==> src/rtl/usb_fe_rx.sv <==
// rtl/usb_fe_rx.sv - USB full-speed receive front end: line sync, clock recovery, NRZI/destuff, packet framing
//
// Ports:
//   clk        48 MHz sampling clock (4x full-speed bit rate)
//   rst_n      synchronous active-low reset
//   dp, dn     asynchronous USB D+/D- lines
//   rx_active  high from SYNC detection until end of packet (or abort recovery)
//   rx_data    last received byte, LSB received first
//   rx_valid   one-clk strobe, rx_data valid in the same cycle
//   rx_eop     one-clk strobe on a good end of packet
//   rx_err     one-clk strobe on a packet error
//   bus_rst    level, high while SE0 has persisted for RST_CYCLES clocks
//
// Optional feature macro: USB_FE_RX_STUFF_ERR_EN
//   defined   : a 1 in a stuff-bit position raises rx_err and aborts the packet
//   undefined : the stuff-bit position is dropped unconditionally
module usb_fe_rx #(
  parameter int SYNC_STAGES = 2,
  parameter int RST_CYCLES  = 120
) (
  input  logic       clk,
  input  logic       rst_n,
  input  logic       dp,
  input  logic       dn,
  output logic       rx_active,
  output logic [7:0] rx_data,
  output logic       rx_valid,
  output logic       rx_eop,
  output logic       rx_err,
  output logic       bus_rst
);

  localparam int CW = $clog2(RST_CYCLES + 1);

  typedef enum logic [1:0] {LS_J, LS_K, LS_SE0} ls_t;
  typedef enum logic [2:0] {ST_IDLE, ST_SYNC, ST_DATA, ST_EOP, ST_ABORT} state_t;

  logic [SYNC_STAGES-1:0] dp_sync;
  logic [SYNC_STAGES-1:0] dn_sync;
  ls_t                    ls;
  ls_t                    ls_q;
  ls_t                    prev_smp;
  ls_t                    prev_d;
  logic [1:0]             phase;
  logic                   sample;
  logic                   nrzi_bit;
  logic [CW-1:0]          se0_cnt;

  state_t     state, state_d;
  logic [2:0] zc, zc_d;
  logic [2:0] ones, ones_d;
  logic [2:0] bit_cnt, bit_cnt_d;
  logic [7:0] sr, sr_d;
  logic [7:0] data_d;
  logic       valid_d, eop_d, err_d;
  logic       seen_se0, seen_se0_d;

  // Line state decode; SE1 is folded into SE0.
  always_comb begin
    case ({dp_sync[SYNC_STAGES-1], dn_sync[SYNC_STAGES-1]})
      2'b10:   ls = LS_J;
      2'b01:   ls = LS_K;
      default: ls = LS_SE0;
    endcase
  end

  // Mid-bit sample point: second clock after the last line-state change.
  assign sample    = (phase == 2'd1);
  assign nrzi_bit  = (ls == prev_smp);
  assign bus_rst   = (se0_cnt == CW'(RST_CYCLES));
  assign rx_active = (state == ST_DATA) || (state == ST_EOP) || (state == ST_ABORT);

  always_comb begin
    state_d    = state;
    zc_d       = zc;
    ones_d     = ones;
    bit_cnt_d  = bit_cnt;
    sr_d       = sr;
    data_d     = rx_data;
    valid_d    = 1'b0;
    eop_d      = 1'b0;
    err_d      = 1'b0;
    seen_se0_d = seen_se0;
    prev_d     = prev_smp;

    if (bus_rst) begin
      state_d = ST_IDLE;
    end else if (sample) begin
      if (ls != LS_SE0) prev_d = ls;
      case (state)
        ST_IDLE: begin
          // The first K is itself a decoded 0 of the SYNC pattern.
          if (ls == LS_K) begin
            state_d = ST_SYNC;
            zc_d    = 3'd1;
          end
        end
        ST_SYNC: begin
          if (ls == LS_SE0) begin
            state_d = ST_IDLE;
          end else if (!nrzi_bit) begin
            zc_d = (zc == 3'd7) ? zc : zc + 3'd1;
          end else if (zc >= 3'd5) begin
            state_d   = ST_DATA;
            ones_d    = 3'd1;  // the SYNC trailing 1 counts toward bit stuffing
            bit_cnt_d = 3'd0;
          end else begin
            state_d = ST_IDLE;
          end
        end
        ST_DATA: begin
          if (ls == LS_SE0) begin
            state_d = ST_EOP;
          end else if (ones == 3'd6) begin
`ifdef USB_FE_RX_STUFF_ERR_EN
            if (nrzi_bit) begin
              err_d      = 1'b1;
              state_d    = ST_ABORT;
              seen_se0_d = 1'b0;
            end else begin
              ones_d = 3'd0;
            end
`else
            ones_d = 3'd0;
`endif
          end else begin
            ones_d    = nrzi_bit ? ones + 3'd1 : 3'd0;
            sr_d      = {nrzi_bit, sr[7:1]};
            bit_cnt_d = bit_cnt + 3'd1;
            if (bit_cnt == 3'd7) begin
              data_d  = sr_d;
              valid_d = 1'b1;
            end
          end
        end
        ST_EOP: begin
          if (ls == LS_J) begin
            state_d = ST_IDLE;
            if (bit_cnt == 3'd0) eop_d = 1'b1;
            else                 err_d = 1'b1;
          end else if (ls == LS_K) begin
            state_d    = ST_ABORT;
            err_d      = 1'b1;
            seen_se0_d = 1'b0;
          end
        end
        ST_ABORT: begin
          if (ls == LS_SE0)                state_d = state;
          else if (ls == LS_J && seen_se0) state_d = ST_IDLE;
          if (ls == LS_SE0) seen_se0_d = 1'b1;
        end
        default: state_d = ST_IDLE;
      endcase
    end

    if (state_d == ST_IDLE) prev_d = LS_J;
  end

  always_ff @(posedge clk) begin
    if (!rst_n) begin
      dp_sync  <= '1;
      dn_sync  <= '0;
      ls_q     <= LS_J;
      phase    <= 2'd0;
      se0_cnt  <= '0;
      state    <= ST_IDLE;
      zc       <= 3'd0;
      ones     <= 3'd0;
      bit_cnt  <= 3'd0;
      sr       <= 8'h00;
      rx_data  <= 8'h00;
      rx_valid <= 1'b0;
      rx_eop   <= 1'b0;
      rx_err   <= 1'b0;
      seen_se0 <= 1'b0;
      prev_smp <= LS_J;
    end else begin
      if (SYNC_STAGES > 1) begin
        dp_sync <= {dp_sync[SYNC_STAGES-2:0], dp};
        dn_sync <= {dn_sync[SYNC_STAGES-2:0], dn};
      end
      ls_q  <= ls;
      phase <= (ls != ls_q) ? 2'd0 : phase + 2'd1;
      if (ls != LS_SE0)               se0_cnt <= '0;
      else if (se0_cnt != CW'(RST_CYCLES)) se0_cnt <= se0_cnt + CW'(1);
      state    <= state_d;
      zc       <= zc_d;
      ones     <= ones_d;
      bit_cnt  <= bit_cnt_d;
      sr       <= sr_d;
      rx_data  <= data_d;
      rx_valid <= valid_d;
      rx_eop   <= eop_d;
      rx_err   <= err_d;
      seen_se0 <= seen_se0_d;
      prev_smp <= prev_d;
    end
  end

endmodule

==> config.mk <==
export PLATFORM = sky130hd
export DESIGN_NAME = usb_fe_rx
export DESIGN_NICKNAME = d
export VERILOG_FILES = /design/src/rtl/usb_fe_rx.sv
export SDC_FILE = /design/constraint.sdc
export NUM_CORES = 1
export LEC_CHECK = 0
export ABC_AREA = 1
export ABC_CLOCK_PERIOD_IN_PS = 1700
export BUFFER_PORTS_ARGS = -buffer_cell sky130_fd_sc_hd__buf_2
export CAP_MARGIN = 40
export CORE_ASPECT_RATIO = 0.5
export CORE_MARGIN = 2
export CORE_UTILIZATION = 53
export DETAILED_ROUTE_END_ITERATION = 10
export PLACE_DENSITY = 0.73
export SYNTH_ARGS = -nofsm -noshare
export SYNTH_HDL_FRONTEND = slang
export SYNTH_SLANG_ARGS = --single-unit
==> constraint.sdc <==
create_clock -name clk -period 1.7 [get_ports clk]
set_clock_uncertainty 0.1 [all_clocks]
set_input_delay 0.17 -clock clk [delete_from_list [all_inputs] [get_ports clk]]
set_output_delay 0.17 -clock clk [all_outputs]
set_load 0.1 [all_outputs]
==> impl_metrics.json <==
{
  "fin_total_pwr_w": 0.00227,
  "drtAntennaViolNets": 0,
  "io_pins": 17,
  "path_max_fanout": 5,
  "die_area_mm2": 0.00498,
  "crit_type": "reg -> reg",
  "pre_cts_ws_ns": -0.0756,
  "yosys.area_share.simple_pct": 31.7,
  "synthFlopType": "dfxtp_1",
  "drt_first_iter_violations": 55,
  "routed_wl_mm": 4.72,
  "netlist_instances": 315,
  "viasPerCell": 4.98,
  "numCtsBuffers": 5,
  "setup_slack_ns": 0.0260,
  "synth_seq_cells": 48,
  "dp_hpwl_mm": 3.33,
  "p_per_area_mw_per_mm2": 778,
  "grt.overflow.total": 0,
  "drc_errors": 0,
  "ys_warn_count": 0,
  "status": "completed",
  "die_h_um": 50.9,
  "worst_pin_slew_ns": 0.501,
  "htree_levels": 2,
  "antenna_found_initial": 0,
  "cts.clk_slew.worst_paths_ns": 0.10,
  "p_leak_nw": 1.34,
  "grt_pass1_wl_mm": 8.03,
  "cts.sinks": 48,
  "avgSynthCellArea_um2": 7.41,
  "arrival_ns": 1.84,
  "place.gp.congestion": 0.890,
  "clock-root-buffer": "clkbuf_8",
  "synthMuxAreaShare_pct": 0,
  "ys_types": 34,
  "clockBufferDepth": 2,
  "fp-row-count": 16,
  "first_global_vias": 1858,
  "cp-end-kind": "flop",
  "initial_core_util_pct": 57.4,
  "area_growth_pct": 25.0,
  "vdd_drop_max_mv": 0.553,
  "grt_usage_pct": 20.0,
  "synth_edf_count": 0,
  "drive_above_1_share_pct": 29.2,
  "synth_xor_area_share_pct": 0.375,
  "slew-limit-headroom_pct": 66.8,
  "start_kind": "flop",
  "synth_fa_ha_area_share_pct": 6.97,
  "cap_violations": 0,
  "netlist_area_mm2": 0.00233,
  "syn-num-nets": 332,
  "rsz0062_at_grt": "true",
  "synthArstFlopShare_pct": 0,
  "synth_compound_area_share_pct": 10.2,
  "cts_tree": "done",
  "hold_class": "in -> reg",
  "wl_per_cell_um": 11.4,
  "synth_seq_area_share_pct": 41.2,
  "timing.final.crit_period_ns": 1.67,
  "synth_top_family_by_area": "simple AND/OR/NAND/NOR gates",
  "io_buffers": 16,
  "dr.pass1.iters": 5,
  "vias": 2062,
  "fin_crit_sh_pct": 98.5,
  "finish.net_count": 376,
  "die_w_um": 97.8,
  "setup_viol": 0,
  "critPathRequiredTime_ns": 1.87,
  "slew_viol_final": 0,
  "fmax_mhz": 597,
  "final_hold_viol_count": 0,
  "clock_latency_ns": 0.32,
  "n_antenna_cell": 0,
  "grt_max_degree": 18,
  "placeableCoreArea_mm2": 0.00406
}
through the flow:
stage / util, % / cells / setup TNS [ns] / instance area [um2] / hold WS [ns]
floorplan: - / 315 / -4.19 / 2360 / 0.168
global placement: 64.3 / 396 / 0 / 2620 / 0.253
detailed placement: 64.3 / 396 / -0.433 / 2620 / 0.253
CTS: 67.5 / 406 / 0 / 2740 / 0.158
global route: 71.8 / 414 / -0.354 / 2920 / 0.200
finish: 71.8 / 414 / 0 / 2920 / 0.178
worst max-delay path: stages (launching register included):
cell and delay [ns]:
dfxtp_2 0.36, inv_2 0.05, ha_4 0.16, nand3_4 0.06
nor2_4 0.04, nor2_4 0.17, nand3_4 0.14, nor2_8 0.23
inv_8 0.06, nor2_8 0.11, nand2_1 0.08, nand2_1 0.05
logic make-up (layout without fill, tap and decap cells):
kind of cell	Yosys count	in the layout
and+or+nand+nor	158	158
xor gates and xnor gates	1	1
DFF	48	48
AOI/OAI and AO/OA	44	44
buffers and inverters	51	96
adders and majority gates	13	13
area by class of cell:
| type | count | area (um2) |
|---|---|---|
| sequential | 48 | 967 |
| multi-input combinational | 216 | 1270 |
| timing repair inverter | 1 | 6.26 |
| fill | 328 | 1150 |
| tap | 54 | 67.6 |
| clock buffer | 5 | 68.8 |
| clock inverter | 3 | 26.3 |
| inverter | 45 | 188 |
| timing repair buffer | 42 | 322 |
power breakdown:
part | internal [W] | switching (W)
sequential | 0.00115 | 0.0000211
clock | 0.000303 | 0.000432
combinational | 0.000139 | 0.000222
total | 0.00159 | 0.000675
synthesized netlist by cell type, types with 2 or more instances:
master	number	area share, %
clkbuf_1	2	0.32
buf_6	3	1.4
dfxtp_1	48	41
o21ai_0	15	3.2
a21oi_1	23	4.9
o21ai_2	2	0.75
nand2_1	85	14
nand3_1	15	3.2
or2_2	5	1.3
ha_1	13	7.0
nor2_8	2	1.7
nand2_4	2	0.97
nand4_1	2	0.54
inv_2	5	0.80
inv_1	36	5.8
nor2_1	32	5.1
nor2_4	3	1.4
nor3_1	6	1.3
routing by layer:
| metal | track usage (%) | share of wire, % | wire (um) | vias up |
|---|---|---|---|---|
| met4 | 6.25 | 1.7 | 81 | 0 |
| met5 | 0 | 0 | 0 | - |
| met2 | 34.7 | 48 | 2240 | 28 |
| li1 | - | - | - | 1080 |
| met1 | 24.9 | 47 | 2230 | 943 |
| met3 | 4.92 | 3.5 | 167 | 11 |
path summary, 6_finish.rpt:
| check | from | slack [ns] | to | cells after the start |
|---|---|---|---|---|
| worst max-delay path | se0_cnt[0]$_SDFFE_PP0N_ | 0.03 | rx_data[7]$_SDFFE_PN0P_ | 11 |
| worst min-delay path | rst_n | 0.18 | rx_data[0]$_SDFFE_PN0P_ | 4 |
| worst max register to register | se0_cnt[0]$_SDFFE_PP0N_ | 0.03 | rx_data[7]$_SDFFE_PN0P_ | 11 |
| worst min register to register | dp_sync[0]$_SDFF_PN1_ | 0.32 | dp_sync[1]$_SDFF_PN1_ | 1 |
what timing repair did:
item,in CTS,in global routing
gates resized for setup,1,36
cloned,0,1
hold buffers,2,0
buffers inserted,0,7
hold endpoints to repair,2,0
pin swaps,1,20
endpoints found under the setup margin,17,30
cells in the final DEF, fill, tap and decap left out, types with 2 or more instances in the layout:
cell / instances
nor2_8: 2
dfxtp_1: 43
inv_1: 30
o21ai_4: 2
nand3_1: 14
nor3_1: 3
clkbuf_8: 5
buf_12: 2
nor2_1: 30
nand2_2: 6
a21oi_1: 23
dfxtp_2: 5
o21ai_0: 7
ha_1: 11
nor2_4: 4
ha_4: 2
o21ai_2: 5
nor3_2: 3
nand3_4: 2
buf_4: 21
buf_6: 3
buf_2: 14
inv_2: 9
nand2_4: 3
nand4_1: 2
nand2_1: 79
inv_6: 3
or2_2: 5
inv_4: 3
o21ai_1: 3
dlygate4sd3_1: 2
registers in the layout, indices dropped and copies added (netlist names), 2 cells and up:
name      count
sr            7
dn_sync       2
ones          3
prev_smp      2
phase         2
ls_q          2
zc            3
bit_cnt       3
rx_data       8
se0_cnt       7
dp_sync       2
state         3
No activity file was read; power rests on OpenSTA's default activity.
